[src/rtl/sseg_pkg.sv]
// Shared constants for the seven-segment scan driver: active-high hex glyphs,
// the all-off pattern and the digit-index width helper.
package sseg_pkg;

    // Patterns are {g,f,e,d,c,b,a}, 1 = segment lit.
    localparam logic [6:0] SEG_OFF   = 7'h00;
    localparam logic [6:0] SEG_HEX_0 = 7'h3F;
    localparam logic [6:0] SEG_HEX_1 = 7'h06;
    localparam logic [6:0] SEG_HEX_2 = 7'h5B;
    localparam logic [6:0] SEG_HEX_3 = 7'h4F;
    localparam logic [6:0] SEG_HEX_4 = 7'h66;
    localparam logic [6:0] SEG_HEX_5 = 7'h6D;
    localparam logic [6:0] SEG_HEX_6 = 7'h7D;
    localparam logic [6:0] SEG_HEX_7 = 7'h07;
    localparam logic [6:0] SEG_HEX_8 = 7'h7F;
    localparam logic [6:0] SEG_HEX_9 = 7'h6F;
    localparam logic [6:0] SEG_HEX_A = 7'h77;
    localparam logic [6:0] SEG_HEX_B = 7'h7C;
    localparam logic [6:0] SEG_HEX_C = 7'h39;
    localparam logic [6:0] SEG_HEX_D = 7'h5E;
    localparam logic [6:0] SEG_HEX_E = 7'h79;
    localparam logic [6:0] SEG_HEX_F = 7'h71;

    // A single-digit display still needs a 1-bit index port.
    function automatic int idx_width(input int digits);
        return (digits > 1) ? $clog2(digits) : 1;
    endfunction

endpackage

[src/rtl/hex7_decode.sv]
// Nibble to active-high seven-segment glyph; purely combinational, no state,
// no flow control.
module hex7_decode
    import sseg_pkg::*;
(
    input  logic [3:0] i_nibble,
    output logic [6:0] o_seg
);

    always_comb begin
        o_seg = SEG_OFF;
        case (i_nibble)
            4'h0: o_seg = SEG_HEX_0;
            4'h1: o_seg = SEG_HEX_1;
            4'h2: o_seg = SEG_HEX_2;
            4'h3: o_seg = SEG_HEX_3;
            4'h4: o_seg = SEG_HEX_4;
            4'h5: o_seg = SEG_HEX_5;
            4'h6: o_seg = SEG_HEX_6;
            4'h7: o_seg = SEG_HEX_7;
            4'h8: o_seg = SEG_HEX_8;
            4'h9: o_seg = SEG_HEX_9;
            4'hA: o_seg = SEG_HEX_A;
            4'hB: o_seg = SEG_HEX_B;
            4'hC: o_seg = SEG_HEX_C;
            4'hD: o_seg = SEG_HEX_D;
            4'hE: o_seg = SEG_HEX_E;
            4'hF: o_seg = SEG_HEX_F;
            default: o_seg = SEG_OFF;
        endcase
    end

endmodule

[src/rtl/sseg_scan_driver.sv]
// Time-multiplexed seven-segment driver with load-strobed shadow, leading-zero blanking
// and a one-clock dark gap per digit; all outputs registered (1-clock lag), no backpressure.
module sseg_scan_driver
    import sseg_pkg::*;
#(
    parameter int DIGITS           = 4,
    parameter int REFRESH_DIV      = 50000,
    parameter bit ANODE_ACTIVE_LOW = 1'b1,
    parameter bit SEG_ACTIVE_LOW   = 1'b1
) (
    input  logic                         clk,
    input  logic                         reset,
    input  logic [4*DIGITS-1:0]          value,
    input  logic                         load,
    input  logic                         blank_lz,
    input  logic [DIGITS-1:0]            dp,
    output logic [6:0]                   sseg_cathode,
    output logic                         sseg_dp,
    output logic [DIGITS-1:0]            sseg_anode,
    output logic [idx_width(DIGITS)-1:0] digit_idx
);

    localparam int IDX_W = idx_width(DIGITS);
    localparam int CNT_W = (REFRESH_DIV > 1) ? $clog2(REFRESH_DIV) : 1;
    localparam logic [CNT_W-1:0]  CNT_LAST  = CNT_W'(REFRESH_DIV - 1);
    localparam logic [IDX_W-1:0]  IDX_LAST  = IDX_W'(DIGITS - 1);
    localparam logic [DIGITS-1:0] ANODE_OFF = {DIGITS{ANODE_ACTIVE_LOW}};
    localparam logic [6:0]        CAT_OFF   = SEG_ACTIVE_LOW ? ~SEG_OFF : SEG_OFF;
    localparam logic              DP_OFF    = SEG_ACTIVE_LOW;

    logic [CNT_W-1:0]    r_cnt;
    logic [IDX_W-1:0]    r_idx;
    logic [4*DIGITS-1:0] r_shadow;
    logic [DIGITS-1:0]   r_shadow_dp;
    logic [DIGITS-1:0]   r_anode;
    logic [6:0]          r_cathode;
    logic                r_dp;
    logic [IDX_W-1:0]    r_digit_idx;

    logic                w_tick;
    logic [3:0]          w_nibs [DIGITS];
    logic [DIGITS-1:0]   w_zero_from;
    logic                w_lz_blank;
    logic [6:0]          w_pat;
    logic [6:0]          w_seg_on;
    logic                w_dp_on;
    logic [DIGITS-1:0]   w_onehot;

    assign w_tick = (r_cnt == CNT_LAST);

    always_ff @(posedge clk or negedge reset) begin
        if (!reset) begin
            r_cnt <= '0;
            r_idx <= '0;
        end else if (w_tick) begin
            r_cnt <= '0;
            r_idx <= (r_idx == IDX_LAST) ? '0 : r_idx + IDX_W'(1);
        end else begin
            r_cnt <= r_cnt + CNT_W'(1);
        end
    end

    always_ff @(posedge clk or negedge reset) begin
        if (!reset) begin
            r_shadow    <= '0;
            r_shadow_dp <= '0;
        end else if (load) begin
            r_shadow    <= value;
            r_shadow_dp <= dp;
        end
    end

    // w_zero_from[i] is set when every nibble from the top digit down to i is zero.
    always_comb begin
        logic all_zero;
        all_zero = 1'b1;
        for (int i = 0; i < DIGITS; i++) begin
            w_nibs[i] = r_shadow[4*i +: 4];
        end
        w_zero_from = '0;
        for (int i = DIGITS - 1; i >= 0; i--) begin
            all_zero       = all_zero & (w_nibs[i] == 4'h0);
            w_zero_from[i] = all_zero;
        end
    end

    hex7_decode u_hex7_decode (
        .i_nibble (w_nibs[r_idx]),
        .o_seg    (w_pat)
    );

    assign w_lz_blank = blank_lz && (r_idx != '0) && w_zero_from[r_idx];
    assign w_seg_on   = w_lz_blank ? SEG_OFF : w_pat;
    assign w_dp_on    = !w_lz_blank && r_shadow_dp[r_idx];
    assign w_onehot   = DIGITS'(1) << r_idx;

    // Output stage samples pre-edge state, so a load coincident with a tick only shows next slot.
    always_ff @(posedge clk or negedge reset) begin
        if (!reset) begin
            r_anode     <= ANODE_OFF;
            r_cathode   <= CAT_OFF;
            r_dp        <= DP_OFF;
            r_digit_idx <= '0;
        end else begin
            r_digit_idx <= r_idx;
            if (r_cnt == '0) begin
                r_anode   <= ANODE_OFF;
                r_cathode <= CAT_OFF;
                r_dp      <= DP_OFF;
            end else begin
                r_anode   <= ANODE_ACTIVE_LOW ? ~w_onehot : w_onehot;
                r_cathode <= SEG_ACTIVE_LOW ? ~w_seg_on : w_seg_on;
                r_dp      <= SEG_ACTIVE_LOW ? ~w_dp_on : w_dp_on;
            end
        end
    end

    assign sseg_anode   = r_anode;
    assign sseg_cathode = r_cathode;
    assign sseg_dp      = r_dp;
    assign digit_idx    = r_digit_idx;

endmodule

[config.mk]
export PLATFORM = sky130hd
export DESIGN_NAME = sseg_scan_driver
export DESIGN_NICKNAME = d
export VERILOG_FILES = /design/src/rtl/sseg_pkg.sv /design/src/rtl/hex7_decode.sv /design/src/rtl/sseg_scan_driver.sv
export SDC_FILE = /design/constraint.sdc
export NUM_CORES = 1
export LEC_CHECK = 0
export CAP_MARGIN = 30
export CORE_MARGIN = 1
export CORE_UTILIZATION = 55
export CTS_BUF_LIST = sky130_fd_sc_hd__clkbuf_16
export CTS_CLUSTER_DIAMETER = 40
export DETAILED_ROUTE_END_ITERATION = 6
export PLACE_DENSITY_LB_ADDON = 0.2
export SETUP_SLACK_MARGIN = 0.3
export SLEW_MARGIN = 10
export SYNTH_ARGS = -nofsm -noshare
export SYNTH_HDL_FRONTEND = slang
export SYNTH_SLANG_ARGS = --single-unit
[constraint.sdc]
create_clock -name clk -period 4.5 [get_ports clk]
set_clock_uncertainty 0.05 [all_clocks]
set_input_delay 0.9 -clock clk [delete_from_list [all_inputs] [get_ports clk]]
set_output_delay 0.9 -clock clk [all_outputs]
set_load 0.05 [all_outputs]
[Yosys cells after proc, flatten, opt, wreduce, memory -nomap -nowiden]
Memory sizes are Yosys's and may differ from the RTL's.
Cells that the tools add are included.
W data, S select, Z words.
Storage, ports and cells
  flip-flop bits (word level): 52
  bits in read-only memories: 112
  input port bits: 24
  logic and storage cells: 46
  memories kept: 1
Cells by class
  add/subtract/negate cells: 2
  $lt $le $gt $ge: 2
  equality and inequality tests: 2
  shift operators: 1
  multiplexer cells: 13
  bitwise logic cells: 7
  reduce and logical (&&, ||, !) cells: 10
Memories
  (name not given): depth 16, bits a word 7, rd ports 1, clocked after Yosys merged registers in 0, write ports 0, RTL line hex7_decode.sv:12  | case (i_nibble)
Operators with widths (number)
  $add A16 B1 Y16 const B: 1
  $eq A16 B16 Y1 const B: 1
  $logic_not A16 Y1: 1
  $logic_not A4 Y1: 4
  $mux W16: 1
  $mux W7: 2
  $mux W4: 3
  $bmux W4 S2: 1
  $not A7 Y7: 1
  $bmux W1 S2: 2
  $not A4 Y4: 1
  $shl A1 B2 Y4 const A: 1
  $and A1 B1 Y1: 3
  $ge A3 B3 Y1 const B: 1
  $logic_and A1 B1 Y1: 3
  $lt A2 B3 Y1 const B: 1
  $mux W1: 3
  $not A2 Y3: 1
  $add A2 B1 Y2 const B: 1
  $eq A2 B2 Y1 const B: 1
  $mux W2: 1
  $reduce_bool A2 Y1: 1
  $logic_not A1 Y1: 1
  $not A1 Y1: 1

[Logic depth before layout (Yosys ltp)]
Gate-level depths: netlist of the first run.
  word-level depth: 11
  depth in mapped cells: 7

[Modules after synthesis]
From an unflattened synthesis of the first run, not the netlist that was laid out.
Second synthesis, totals
  cell total of the unflattened synthesis: 208
  area total of the unflattened synthesis: 2544.9 um^2
By module, submodules not included
  sseg_scan_driver: instances 1, cells an instance 175, area an instance 2262.2 um^2, sequential area each 1316.3 um^2
  hex7_decode: instances 1, cells an instance 33, area an instance 282.8 um^2, sequential area each 0.0 um^2

[Least setup slack after synthesis of the first run]
Ideal clock, no wire load.
  path kind: register -> register
  start: register r_idx[0]
  end: register r_cathode[3] (netlist: sseg_cathode[3])
  library setup time: 66 ps
  arrival time: 1905 ps
  path slack: 2480 ps
  stages on the path, launching flop included: 8
  buffers on the path: 1
  cell sequence: dfrtp_1 buf_6 mux4_1 inv_1 ha_1 nor2_1 a211o_2 nand4_1
Between the ends
  longest elaborated chain between the ends: 8
  elaborated cells between the ends (all ways): 13
  those cells by class: 7 x mux; 2 x bitwise; 3 x reduce/logical; 1 x memory
RTL lines
  from (decl): RTL line sseg_scan_driver.sv:32  | logic [IDX_W-1:0] r_idx;
  from (signal assigned): RTL line sseg_scan_driver.sv:57  | r_idx <= (r_idx == IDX_LAST) ? '0 : r_idx + IDX_W'(1);
  $not A2 Y3 (not written as such): RTL line sseg_scan_driver.sv:88  | .i_nibble (w_nibs[r_idx]),
  $bmux W4 S2: RTL line sseg_scan_driver.sv:88
  $mux W4 (not written as such) (2 in series): RTL line sseg_scan_driver.sv:88
  $mem_v2 Z16 W7
  $mux W7 *: RTL line sseg_scan_driver.sv:93  | assign w_seg_on = w_lz_blank ? SEG_OFF : w_pat;
  $not A7 Y7 *: RTL line sseg_scan_driver.sv:112  | r_cathode <= SEG_ACTIVE_LOW ? ~w_seg_on : w_seg_on;
  $mux W7 *: RTL line sseg_scan_driver.sv:106  | if (r_cnt == '0) begin
  to (signal assigned): RTL line sseg_scan_driver.sv:112
  to (decl): RTL line sseg_scan_driver.sv:36  | logic [6:0] r_cathode;
Every way passes the cells marked *; elsewhere a longest branch is shown, timed or not. The select of a mux whose other input is x is not followed.
A chain may end at the register's enable or synchronous reset.

[Worst setup path in the final report of the first run]
  start: register r_anode[1] (netlist: sseg_anode[1])
  end: output port sseg_anode[1]
RTL lines
  from (decl): RTL line sseg_scan_driver.sv:35  | logic [DIGITS-1:0] r_anode;
  from (signal assigned): RTL line sseg_scan_driver.sv:111  | r_anode <= ANODE_ACTIVE_LOW ? ~w_onehot : w_onehot;
  to (decl): RTL line sseg_scan_driver.sv:19  | output logic [DIGITS-1:0] sseg_anode,
No word-level cell between the ends.

==> metrics list, run 1 <==
- Die boundary height: 70.5 um
- Data on the critical path arrives at its endpoint at 1.60 ns.
- Top library cells by usage in the layout, fill and taps aside: sky130_fd_sc_hd__dfrtp_1, sky130_fd_sc_hd__clkdlybuf4s50_1, sky130_fd_sc_hd__mux2_2
- Die Footprint: just under 5000 um^2
- Share of cells above drive strength 1: 0.190
- After floorplanning, the core was divided into 24 placement rows.
* Highest clock rate: 393 MHz
- Simple logic cell fraction of the synthesized area: 0.137
- Reg2reg path depth: 6
* Number of global-route vias before repair: 1623
* Total stage count of the critical path: 1
* Maximum number of pins on one net before global-route repair: 38
- Leakage power total: 0.00133 uW
* WHS Endpoint: r_cnt[7]
- Cell type group with the largest total delay on the critical path: buffers and inverters
* Number of max-slew violations in the final report: 0
- After the flow finishes, the layout carries non-filler instances totaling 300.
- Largest stage delay on the critical path: approximately 0.8 ns
* Post-layout minimum cycle time: between 2 and 3 ns
- Required time of the critical path: 3.55 ns
- The repair_antennas step left the layout with diodes totalling 0.
* First-pass GRT wire length: 7.69 mm
- In the routed layout, each cell is associated on average with a via count of ~5.6.
- The checks that failed: design-rule violations.
* Net count after synthesis: 246
* DRT Wirelength: between 4 and 5 mm
- RSZ-0062 raised after global routing: false
* Worst VDD drop: 250 uV
- Across all hold checks on the routed design, the worst slack comes to 0.453 ns.
- XOR/XNOR share of the synthesized area: 0.0441
- Critical R2R Capture: sseg_cathode[3]
- HPWL after detailed placement: 3.26 mm
- Ranked by total cell area, the synthesized netlist is headed by sky130_fd_sc_hd__dfrtp_1, sky130_fd_sc_hd__dfstp_2, sky130_fd_sc_hd__mux2_2, sky130_fd_sc_hd__ha_1, sky130_fd_sc_hd__mux4_1.
- Power density over the cells: 339 nW/um^2
- Proportion of register bits with asynchronous set or reset after synthesis: 1.00
- The clock drives 52 sinks.
* Average footprint of a synthesized cell: 12.3 um^2
* Clock tree from TritonCTS: done
- Of the post-synthesis cell area, the dominant cell type holds 0.388.
- Clock-pin slew was measured on the worst setup and hold paths at 0.06 ns.
- Number of standard cells after synthesis: 210
- Share of synthesized cell area in full adder, half adder and majority cells: 0.0582
- After synthesis, the largest family of logic cells by area is multiplexers.
* CP endpoint kind: output port
- Remaining global-route overflow: 0
* Cell area after synthesis: about 2600 um^2
* Run status: finished with violations
* Number of maximum-capacitance violations: 0
- In this run, synthesis inferred 0 flip-flops with an integrated enable.
* Iteration-0 DRC count of the detailed router: 126
- Of the post-synthesis cell area, the part taken by muxes is 0.166.
* Hold Crit Start: r_cnt[7]
- Prevailing post-synth register cell: sky130_fd_sc_hd__dfrtp_1
* Post-synth top area cell: sky130_fd_sc_hd__dfrtp_1
- Antenna violations before repair: 0
* Gr usage total: 0.201
- Once detail routing completed, the nets flagged for antenna violations numbered 0.
- At the end of routability-driven placement, the weighted congestion stood at 0.818.
* Post-route clock period utilization: 0.566
* Final Setup Violations: 0
- Final core utilization: 0.698
- The final route contains 1691 vias.
- Worst Hold Class: reg -> reg
- On the critical path, the stage with the largest delay is an instance of sky130_fd_sc_hd__clkdlybuf4s50_1.
* Slew at the pin closest to its max-slew limit: 0.844 ns
* Type of the worst setup path: reg -> out
- In this run the worst path has a maximum fanout of 1.
- Clock insertion delay at the later pin of the skew report: 0.28 ns
- For this run, the register share of the synthesized area comes to 0.510.
- Placed Cells: 292
- In the routed design, unresolved DRC markers number 8.
- Die Wd: 70.5 um
- Compared with the post-synthesis result, the final layout area differs by 20.1%.
* Clock H-tree levels: 2
- Setup total negative slack on the finished layout was measured at 0 ns.
* Maximum buffer depth of the clock tree: 2
* Category of the worst setup path launch point: flop
* Root Buffer Master: sky130_fd_sc_hd__clkbuf_16
- The count of buffers added on input and output ports is 37.
- The total area inside the core boundary comes to 4440 um^2.
* Worst r2r src: r_idx[0]
* Worst path setup slack after routing: 1.95 ns
* Synthesized-area fraction occupied by ao, oa, aoi and oai cells: 0.0446
* Yosys cell types: 38
- For this configuration, the core starts out at a cell density of 0.581.
* NumNets Final: 283
* Worst Setup SP: sseg_anode[1]
- The hold violation count in the final report is 0.
* Crit path cell chain: clkdlybuf4s50_1
- Buffers inserted during post-CTS setup optimization: 0
- Counting instances, the worst hold path has a depth of 1.
* Number of hold buffers added after cts: 0
- TritonCTS created 5 clock buffers.
* Placement-stage worst setup slack: 1.96 ns
* Number of filler instances in the final layout: 340
* Count of synthesis-stage warnings from yosys: 0
- In this run the count of I/O pins placed on the die edge is 38.
- Max-slew headroom: 0.436
* Worst path bufs/invs: 1
- First-pass detailed-route iteration total: 6
- Across all register-to-register paths, the minimum setup slack is roughly 2.2 ns.
- Leaving out fill and tap cells, the most frequent cell in the layout is sky130_fd_sc_hd__dfrtp_1.
- #FFs+latches synth: 52
* Avg WL per Cell: 15.0 um
- Post-CTS repair changed the size of 0 cells.
-- flip-flops by register name, summed over array words and instances (netlist names) --
register and count:
r_shadow_dp 4, sseg_cathode 7, r_shadow 16, r_idx 2
sseg_dp 1, sseg_anode 4, r_cnt 16, digit_idx 2
-- report_power, final --
part,internal [uW],total (uW),switching (uW)
clock network,200,354,153
logic,82.3,173,91.0
registers,505,523,18.3
-- per-layer routing --
| metal | vias to the layer above | track usage | part of all wire |
|---|---|---|---|
| met4 | 0 | 0.0544 | 0.010 |
| li1 | 816 | - | - |
| met5 | - | 0 | 0 |
| met3 | 6 | 0.0505 | 0.035 |
| met1 | 831 | 0.291 | 0.50 |
| met2 | 38 | 0.304 | 0.45 |
-- worst max path at each step --
stage,endpoint,slack (ns)
after CTS,sseg_anode[1],1.94
after detailed placement,r_shadow[5],1.96
after global routing,sseg_dp,1.93
final,sseg_anode[1],1.95
after global placement,r_shadow[15],1.98
after floorplan,sseg_cathode[3],2.48
-- cell usage after synthesis, drive strengths merged (2+ instances only) --
cell,instances
a211o,2
nor2b,5
nor3,3
o21ai,4
xor2,6
buf,6
nand4,3
a21oi,2
nor4,9
dfstp,12
a2bb2oi,2
clkbuf,2
mux4,6
dfrtp,40
inv,13
and2,2
mux2,22
nand3b,2
nand2,10
nor2,13
mux2i,3
o2111ai,2
ha,12
xnor2,7
nand3,15
-- stage by stage --
stage                     power (uW)  area [um^2]
after floorplan                  643         2580
after global placement           702         2960
after detailed placement         706         2960
after CTS                       1060         3100
after global routing            1090         3100
final                           1050         3100
-- logic make-up (layout without fill, tap and decap cells) --
kind of cell	Yosys count	after routing
compound gates	16	16
xor+xnor	13	13
fa+ha+maj	12	12
buf+inv	21	59
flops	52	52
mux	31	31
simple gates	65	65
-- area by class of cell --
class,instances,area [um^2],area share
repair buffers,38,373,0.120
well taps,52,65.1,0.0210
flip-flops and latches,52,1320,0.425
clock inverters,3,11.3,0.00363
clock buffers,5,125,0.0404
inverters,13,48.8,0.0157
multi-input cells,137,1160,0.374
Note: power is estimated with default switching activity, not from simulation.
==> run 2, diff against run 1 <==
- CORE_UTILIZATION: 55 -> 49
- clock period: 4.5 -> 2.2 ns (I/O delays scaled with it)
==> run 2 against run 1 <==
  * The run now ends clean
  * Worst setup slack got worse by 1.6 ns
  * Cell count up 10%
  * Critical path depth is 5 higher
  * Worst hold slack worse by 0.37 ns
  * Count of clock-buffer cells in the layout is the same
  * Die area is 12% higher
  * Clock power up 110%
  * Combinational power rose by 110%
  * Register-to-register slack worse by 1.8 ns
  * Routed wire length is 5.0% higher
  * First-iteration DRC count down 2.4%
  * Via count rose by 2.7%
  * Critical endpoint is now sseg_cathode[6]
  * Largest power group unchanged
==> metrics list, run 2 (synthesized netlist as in run 1, its figures left out) <==
- Slowest stage cell on the critical path: sky130_fd_sc_hd__mux4_2 (was sky130_fd_sc_hd__clkdlybuf4s50_1)
- The maximum clock path buffer count came to 2 (unchanged).
- Antenna Cells: 0 (unchanged)
- The remaining design rule violation count came to 0 (was 8).
- Worst Hold Class: in -> async (was reg -> reg)
- The count of hold-fix buffers inserted at cts was 0 (unchanged).
- NumNets Final: 296 (was 283)
- Total clock sinks: 52 (unchanged)
* Root Buffer Master: sky130_fd_sc_hd__clkbuf_16 (unchanged)
* Die Wd: 74.6 um (was 70.5 um)
- The sort of element at the end of the critical path is a flop (was output port).
- The global-route wire length before repair came to 7.67 mm (was 7.69 mm).
* Highest fanout seen on the critical path: 5 (was 1)
- Syn-to-layout area delta: 26.2% (was 20.1%)
- DRT Wirelength: 4.72 mm (was 4.50 mm)
- The number of placed I/O pins came to 38 (unchanged).
* Max-slew headroom: 0.652 (was 0.436)
- Placement Rows: 26 (was 24)
- The final-report max-slew violation count came to 0 (unchanged).
- The number of global-route vias before repair was 1555 (was 1623).
- Top library cells by usage in the layout, fill and taps aside: sky130_fd_sc_hd__dfrtp_1, sky130_fd_sc_hd__mux2_2, sky130_fd_sc_hd__clkdlybuf4s50_1 (was sky130_fd_sc_hd__dfrtp_1, sky130_fd_sc_hd__clkdlybuf4s50_1, sky130_fd_sc_hd__mux2_2)
- The count of nets left with antenna violations after detail routing came to 0 (unchanged).
- The average routed wire per standard cell came to 14.3 um (was 15.0 um).
* Crit path cell chain: mux4_2, ha_1, inv_1, mux2_2, a2bb2oi_2, nand3_1 (was clkdlybuf4s50_1)
* Highest clock rate: 532 MHz
- Number of input and output port buffers inserted: 37 (unchanged)
- The endpoint required time on the critical path came to 2.36 ns (was 3.55 ns).
- The clock transition at the registers of the reported paths is 0.07 ns (was 0.06 ns).
* Total power of the final layout: 2180 uW (was 1050 uW)
- Post-layout minimum cycle time: about 1.9 ns
- Power density over the cells: 670 nW/um^2 (was 339 nW/um^2)
- Reg2reg path depth: 6 (unchanged)
- The signal arrival time at the worst endpoint is 2.03 ns (was 1.60 ns).
* HPWL after detailed placement: 3.38 mm (was 3.26 mm)
* Category of the worst setup path launch point: flop (unchanged)
* Setup Total Neg Slack: 0 ns (unchanged)
- The measured slew at the worst slew-check pin came to 0.522 ns (was 0.844 ns).
- Maximum number of pins on one net before global-route repair: 30 (was 38)
- The maximum level of the CTS H-tree is 2 (unchanged).
* Average vias per placed instance: 5.24 (was 5.64)
- The core region area was 5070 um^2 (was 4440 um^2).
- The overall global routing resource usage is 0.185 (was 0.201).
- Most frequent standard cell in the layout excluding fill and tap cells: sky130_fd_sc_hd__dfrtp_1 (unchanged)
- Clock insertion delay at the later pin of the skew report: 0.29 ns (was 0.28 ns)
- The setup violation total in the final timing report is 0 (unchanged).
- RSZ-0062 raised after global routing: true (was false).
- The leakage power of the design came to 0.00145 uW (was 0.00133 uW).
- The total congestion overflow after global routing is 0 (unchanged).
* Number of maximum-capacitance violations: 0 (unchanged)
* Clock tree from TritonCTS: done (unchanged)
- Die boundary height: 74.6 um (was 70.5 um)
- Iteration-0 DRC count of the detailed router: 123 (was 126)
* Hold violation total from the final report: 0 (unchanged)
- The stage delay of the slowest cell on the critical path came to 0.62 ns (was 0.79 ns).
* Share of cells above drive strength 1: 0.280 (was 0.190)
- Via count: 1736 (was 1691)
* Placer congestion estimate: 0.839 (was 0.818)
* TritonCTS buffer count: 5 (unchanged)
- Post-route clock period utilization: 0.854
- Initial cell density of the core: 0.509 (was 0.581)
* Antenna violations before repair: 0 (unchanged)
- Type of the worst setup path: reg -> reg (was reg -> out)
* First-pass detailed-route iteration total: 4 (was 6)
- Run status: complete, no violations (was finished with violations).
- The worst voltage drop across the vdd grid is 357 uV (was 250 uV).
- The floorplan die area came to 5560 um^2 (was 4970 um^2).
## run 2: cell count changes in the layout (fill, tap and decap cells not counted), sizes merged
cell / before / now
buf: 2 / 15
inv: 15 / 13
clkinv: 1 / 3
dlymetal6s2s: 0 / 2
dlygate4sd2: 0 / 12
clkdlybuf4s50: 36 / 22
## run 2: through the flow
step | utilization | cells | setup slack [ns] | hold WS [ns] | area, um^2
finish | 0.642 | 331 | 0.322 | 0.0802 | 3260
global route | 0.642 | 331 | 0.247 | 0.125 | 3260
CTS | 0.628 | 327 | 0.310 | 0.0990 | 3190
detailed placement | 0.599 | 316 | 0.170 | 0.400 | 3040
global placement | 0.599 | 316 | 0.229 | 0.406 | 3040
floorplan | - | 210 | 0.302 | 0.0944 | 2580
## run 2: layer usage
layer / routed length, um / up-vias / track usage
li1: - / 842 / -
met1: 2360 / 830 / 0.293
met4: 74 / 0 / 0.0671
met3: 243 / 8 / 0.0379
met5: 0 / - / 0
met2: 2050 / 56 / 0.247
## run 2: final timing paths
kind	from	to	slack (ns)
min in group clk	r_shadow_dp[3]	r_shadow_dp[3]	0.45
max	r_idx[0]	sseg_cathode[6]	0.32
min reg2reg	r_shadow_dp[3]	r_shadow_dp[3]	0.45
max in group asynchronous	reset	sseg_cathode[3]	1.44
min	reset	r_cnt[12]	0.08
max reg2reg	r_idx[0]	sseg_cathode[6]	0.32
## run 2: layout make-up
class,count,area [um^2]
flip-flops and latches,52,1320
multi-input cells,137,1180
clock buffers,5,125
well taps,70,87.6
repair buffers,51,477
fillers,421,1820
clock inverters,3,13.8
inverters,13,51.3
## run 2: report_power, final
part / internal [uW] / total, uW / leakage (uW) / switching [uW]
combinational: 171 / 369 / 0.000754 / 198
clock: 414 / 744 / 0.0000710 / 330
sequential: 1030 / 1070 / 0.000621 / 38.2
## run 2: repair_timing
action / CTS / global route
gates resized for setup: 14 / 10
setup buffers: 3 / 4
setup endpoints to repair: 22 / 12
## run 2: critical path, delay by kind of cell, from the launching register on
family / cells / cell delay, ns
AOI/OAI and AO/OA: 1 / 0.14
adders and majority gates: 1 / 0.25
muxes: 2 / 0.78
DFF: 1 / 0.42
buffers and inverters: 1 / 0.07
and+or+nand+nor: 1 / 0.09
==> run 3, diff against run 2 <==
--- a/config.mk
+++ b/config.mk
@@ -9,3 +9,3 @@
 export CORE_MARGIN = 1
-export CORE_UTILIZATION = 49
+export CORE_UTILIZATION = 30
 export CTS_BUF_LIST = sky130_fd_sc_hd__clkbuf_16
==> constraint.sdc (replaced) <==
create_clock -name clk -period 2.2 [get_ports clk]
set_clock_uncertainty 0.05 [all_clocks]
set_input_delay 0.66 -clock clk [delete_from_list [all_inputs] [get_ports clk]]
set_output_delay 0.66 -clock clk [all_outputs]
set_load 0.05 [all_outputs]
==> run 3 against run 2 <==
  * Power increased by 8.4%
  * Non-clock buffer count is the same
  * Die area grew 61%
  * Sequential power about the same
  * Routed wire length is 9.8% higher
  * Worst setup slack lost 0.051 ns
  * Via count grew 1.8%
==> metrics list, run 3 (synthesized netlist as in run 1, its figures left out) <==
* First-pass GRT wire length: 8.78 mm (was 7.67 mm)
* Number of hold buffers added after cts: 0 (unchanged)
* Worst VDD drop: 386 uV (was 357 uV)
- Syn-to-layout area delta: 30.6% (was 26.2%)
- The leakage power of the design is 0.00143 uW (was 0.00145 uW).
* RSZ-0062 raised after global routing: true (unchanged)
- Top library cells by usage in the layout, fill and taps aside: sky130_fd_sc_hd__dfrtp_1, sky130_fd_sc_hd__buf_4, sky130_fd_sc_hd__clkdlybuf4s50_1 (was sky130_fd_sc_hd__dfrtp_1, sky130_fd_sc_hd__mux2_2, sky130_fd_sc_hd__clkdlybuf4s50_1)
* Cell type group with the largest total delay on the critical path: multiplexers (unchanged)
- Ports: 38 (unchanged)
* Worst Hold Class: in -> async (unchanged)
- Std-Cell Core Area: 8260 um^2 (was 5070 um^2)
* Die boundary height: 94.8 um (was 74.6 um)
* Category of the worst setup path launch point: flop (unchanged)
* Antenna violations before repair: 0 (unchanged)
* Hold violation total from the final report: 0 (unchanged)
- Post-CTS clock slew at the launch and capture registers of the worst setup and hold paths: 0.07 ns (about the same)
- The initial standard-cell utilization of the core is 0.313 (was 0.509).
* Number of global-route vias before repair: 1701 (was 1555)
- The setup TNS came to 0 ns (unchanged).
* Share of cells above drive strength 1: 0.352 (was 0.280)
- HPWL after detailed placement: 3.59 mm (was 3.38 mm)
- Average vias per placed instance: 4.83 (was 5.24)
- Placement-stage worst setup slack: 0.180 ns (was 0.170 ns)
* Highest fanout seen on the critical path: 6 (was 5)
- The diode insertion count for antenna repair was 0 (unchanged).
* Number of input and output port buffers inserted: 37 (unchanged)
- Run status: complete, no violations (unchanged)
- Slowest stage cell on the critical path: sky130_fd_sc_hd__mux4_2 (unchanged)
* Clock insertion delay at the later pin of the skew report: 0.29 ns (about the same)
* Remaining global-route overflow: 0 (unchanged)
- The worst slew margin relative to its limit came to 0.739 (was 0.652).
- The final clock period utilization by the worst path was 0.877 (was 0.854).
- Residual antenna-violating net count after detailed routing: 0 (unchanged)
- Number of max-slew violations in the final report: 0 (unchanged)
- Worst path bufs/invs: 0 (was 1)
- Largest stage delay on the critical path: 0.65 ns (was 0.62 ns)
- The endpoint required time on the critical path was 2.36 ns (about the same).
- Root Buffer Master: sky130_fd_sc_hd__clkbuf_16 (unchanged)
- The floorplan die area is 8980 um^2 (was 5560 um^2).
* Maximum buffer depth of the clock tree: 2 (unchanged)
- Number of maximum-capacitance violations: 0 (unchanged)
- Crit path cell chain: mux4_2, ha_4, mux2i_1, a2bb2oi_1, nand4_1 (was mux4_2, ha_1, inv_1, mux2_2, a2bb2oi_2, nand3_1)
- Iteration-0 DRC count of the detailed router: 90 (was 123)
- Worst endpoint data arrival time: 2.09 ns (was 2.03 ns)
* Clock tree from TritonCTS: done (unchanged)
- Clock H-tree levels: 2 (unchanged)
- The number of nets in the finished design came to 296 (unchanged).
- Gr usage total: 0.126 (was 0.185)
- Die Wd: 94.8 um (was 74.6 um)
* Total clock sinks: 52 (unchanged)
- CP endpoint kind: flop (unchanged)
- Final Setup Violations: 0 (unchanged)
- Maximum number of pins on one net before global-route repair: 53 (was 30)
- Avg WL per Cell: 14.2 um (was 14.3 um)
* Slew at the pin closest to its max-slew limit: 0.387 ns (was 0.522 ns)
* Placement Rows: 33 (was 26)
- The number of detailed-routing iterations run before antenna repair is 4 (unchanged).
- Type of the worst setup path: reg -> reg (unchanged)
- TritonCTS buffer count: 5 (unchanged)
- The final estimated routing congestion in global placement was 0.800 (was 0.839).
- The total power consumption of the routed design came to 2370 uW (was 2180 uW).
- Detailed-route DRC error count: 0 (unchanged)
* Highest clock rate: 518 MHz (was 532 MHz)
- The final setup slack of the worst path was 0.270 ns (was 0.322 ns).
- Post-layout minimum cycle time: 1.93 ns (was 1.88 ns)
- Most frequent standard cell in the layout excluding fill and tap cells: sky130_fd_sc_hd__dfrtp_1 (unchanged)
* Via count: 1767 (was 1736)
- The total power density per cell area was 702 nW/um^2 (was 670 nW/um^2).
* DRT Wirelength: 5.18 mm (was 4.72 mm)
## run 3: cell types whose count changed in the layout (fill, tap and decap cells not counted), moves of 2 or more
cell	before	now
sky130_fd_sc_hd__buf_4	12	24
sky130_fd_sc_hd__clkinv_2	2	0
sky130_fd_sc_hd__dlymetal6s2s_1	2	0
sky130_fd_sc_hd__ha_1	10	8
sky130_fd_sc_hd__dlygate4sd2_1	12	0
sky130_fd_sc_hd__ha_4	2	4
## run 3: metal layers
layer	part of all wire	wire length [um]	GRT usage	vias up
met3	0.034	178	0.0233	2
li1	-	-	-	843
met4	0.0075	39	0.0379	0
met2	0.45	2310	0.175	40
met5	0	0	0	-
met1	0.51	2660	0.195	882
## run 3: path summary, 6_finish.rpt
kind,slack [ns],depth (start not counted),start,to
max,0.27,5,r_idx[0],sseg_cathode[0]
max reg2reg,0.27,5,r_idx[0],sseg_cathode[0]
max in group asynchronous,1.51,2,reset,sseg_anode[3]
min,0.31,2,reset,r_idx[1]
min reg2reg,0.45,1,r_cnt[12],r_cnt[12]
min in group clk,0.45,1,r_cnt[12],r_cnt[12]
## run 3: repair_timing
action | CTS | global route
gates resized for setup | 4 | 15
pin swaps | 0 | 6
endpoints found under the setup margin | 7 | 16
buffers inserted | 4 | 3
## run 3: metrics by stage
stage	hold slack (ns)	cell area (um^2)	instances	util
final	0.310	3370	366	0.408
after detailed placement	0.445	3060	351	0.371
after floorplan	0.314	2580	210	-
after global routing	0.328	3370	366	0.408
after CTS	0.319	3290	363	0.398
after global placement	0.439	3060	351	0.371
## run 3: area by class of cell
type	count	area [um^2]
Clock buffer	5	125
Timing Repair Buffer	51	468
Inverter	13	53.8
Fill cell	791	4890
Sequential cell	52	1320
Clock inverter	3	46.3
Tap cell	105	131
Multi-Input combinational cell	137	1230
## run 3: power by group
part	switching, uW	total [uW]	internal (uW)
Clock	361	903	541
Sequential	41.7	1070	1030
Combinational	205	390	185
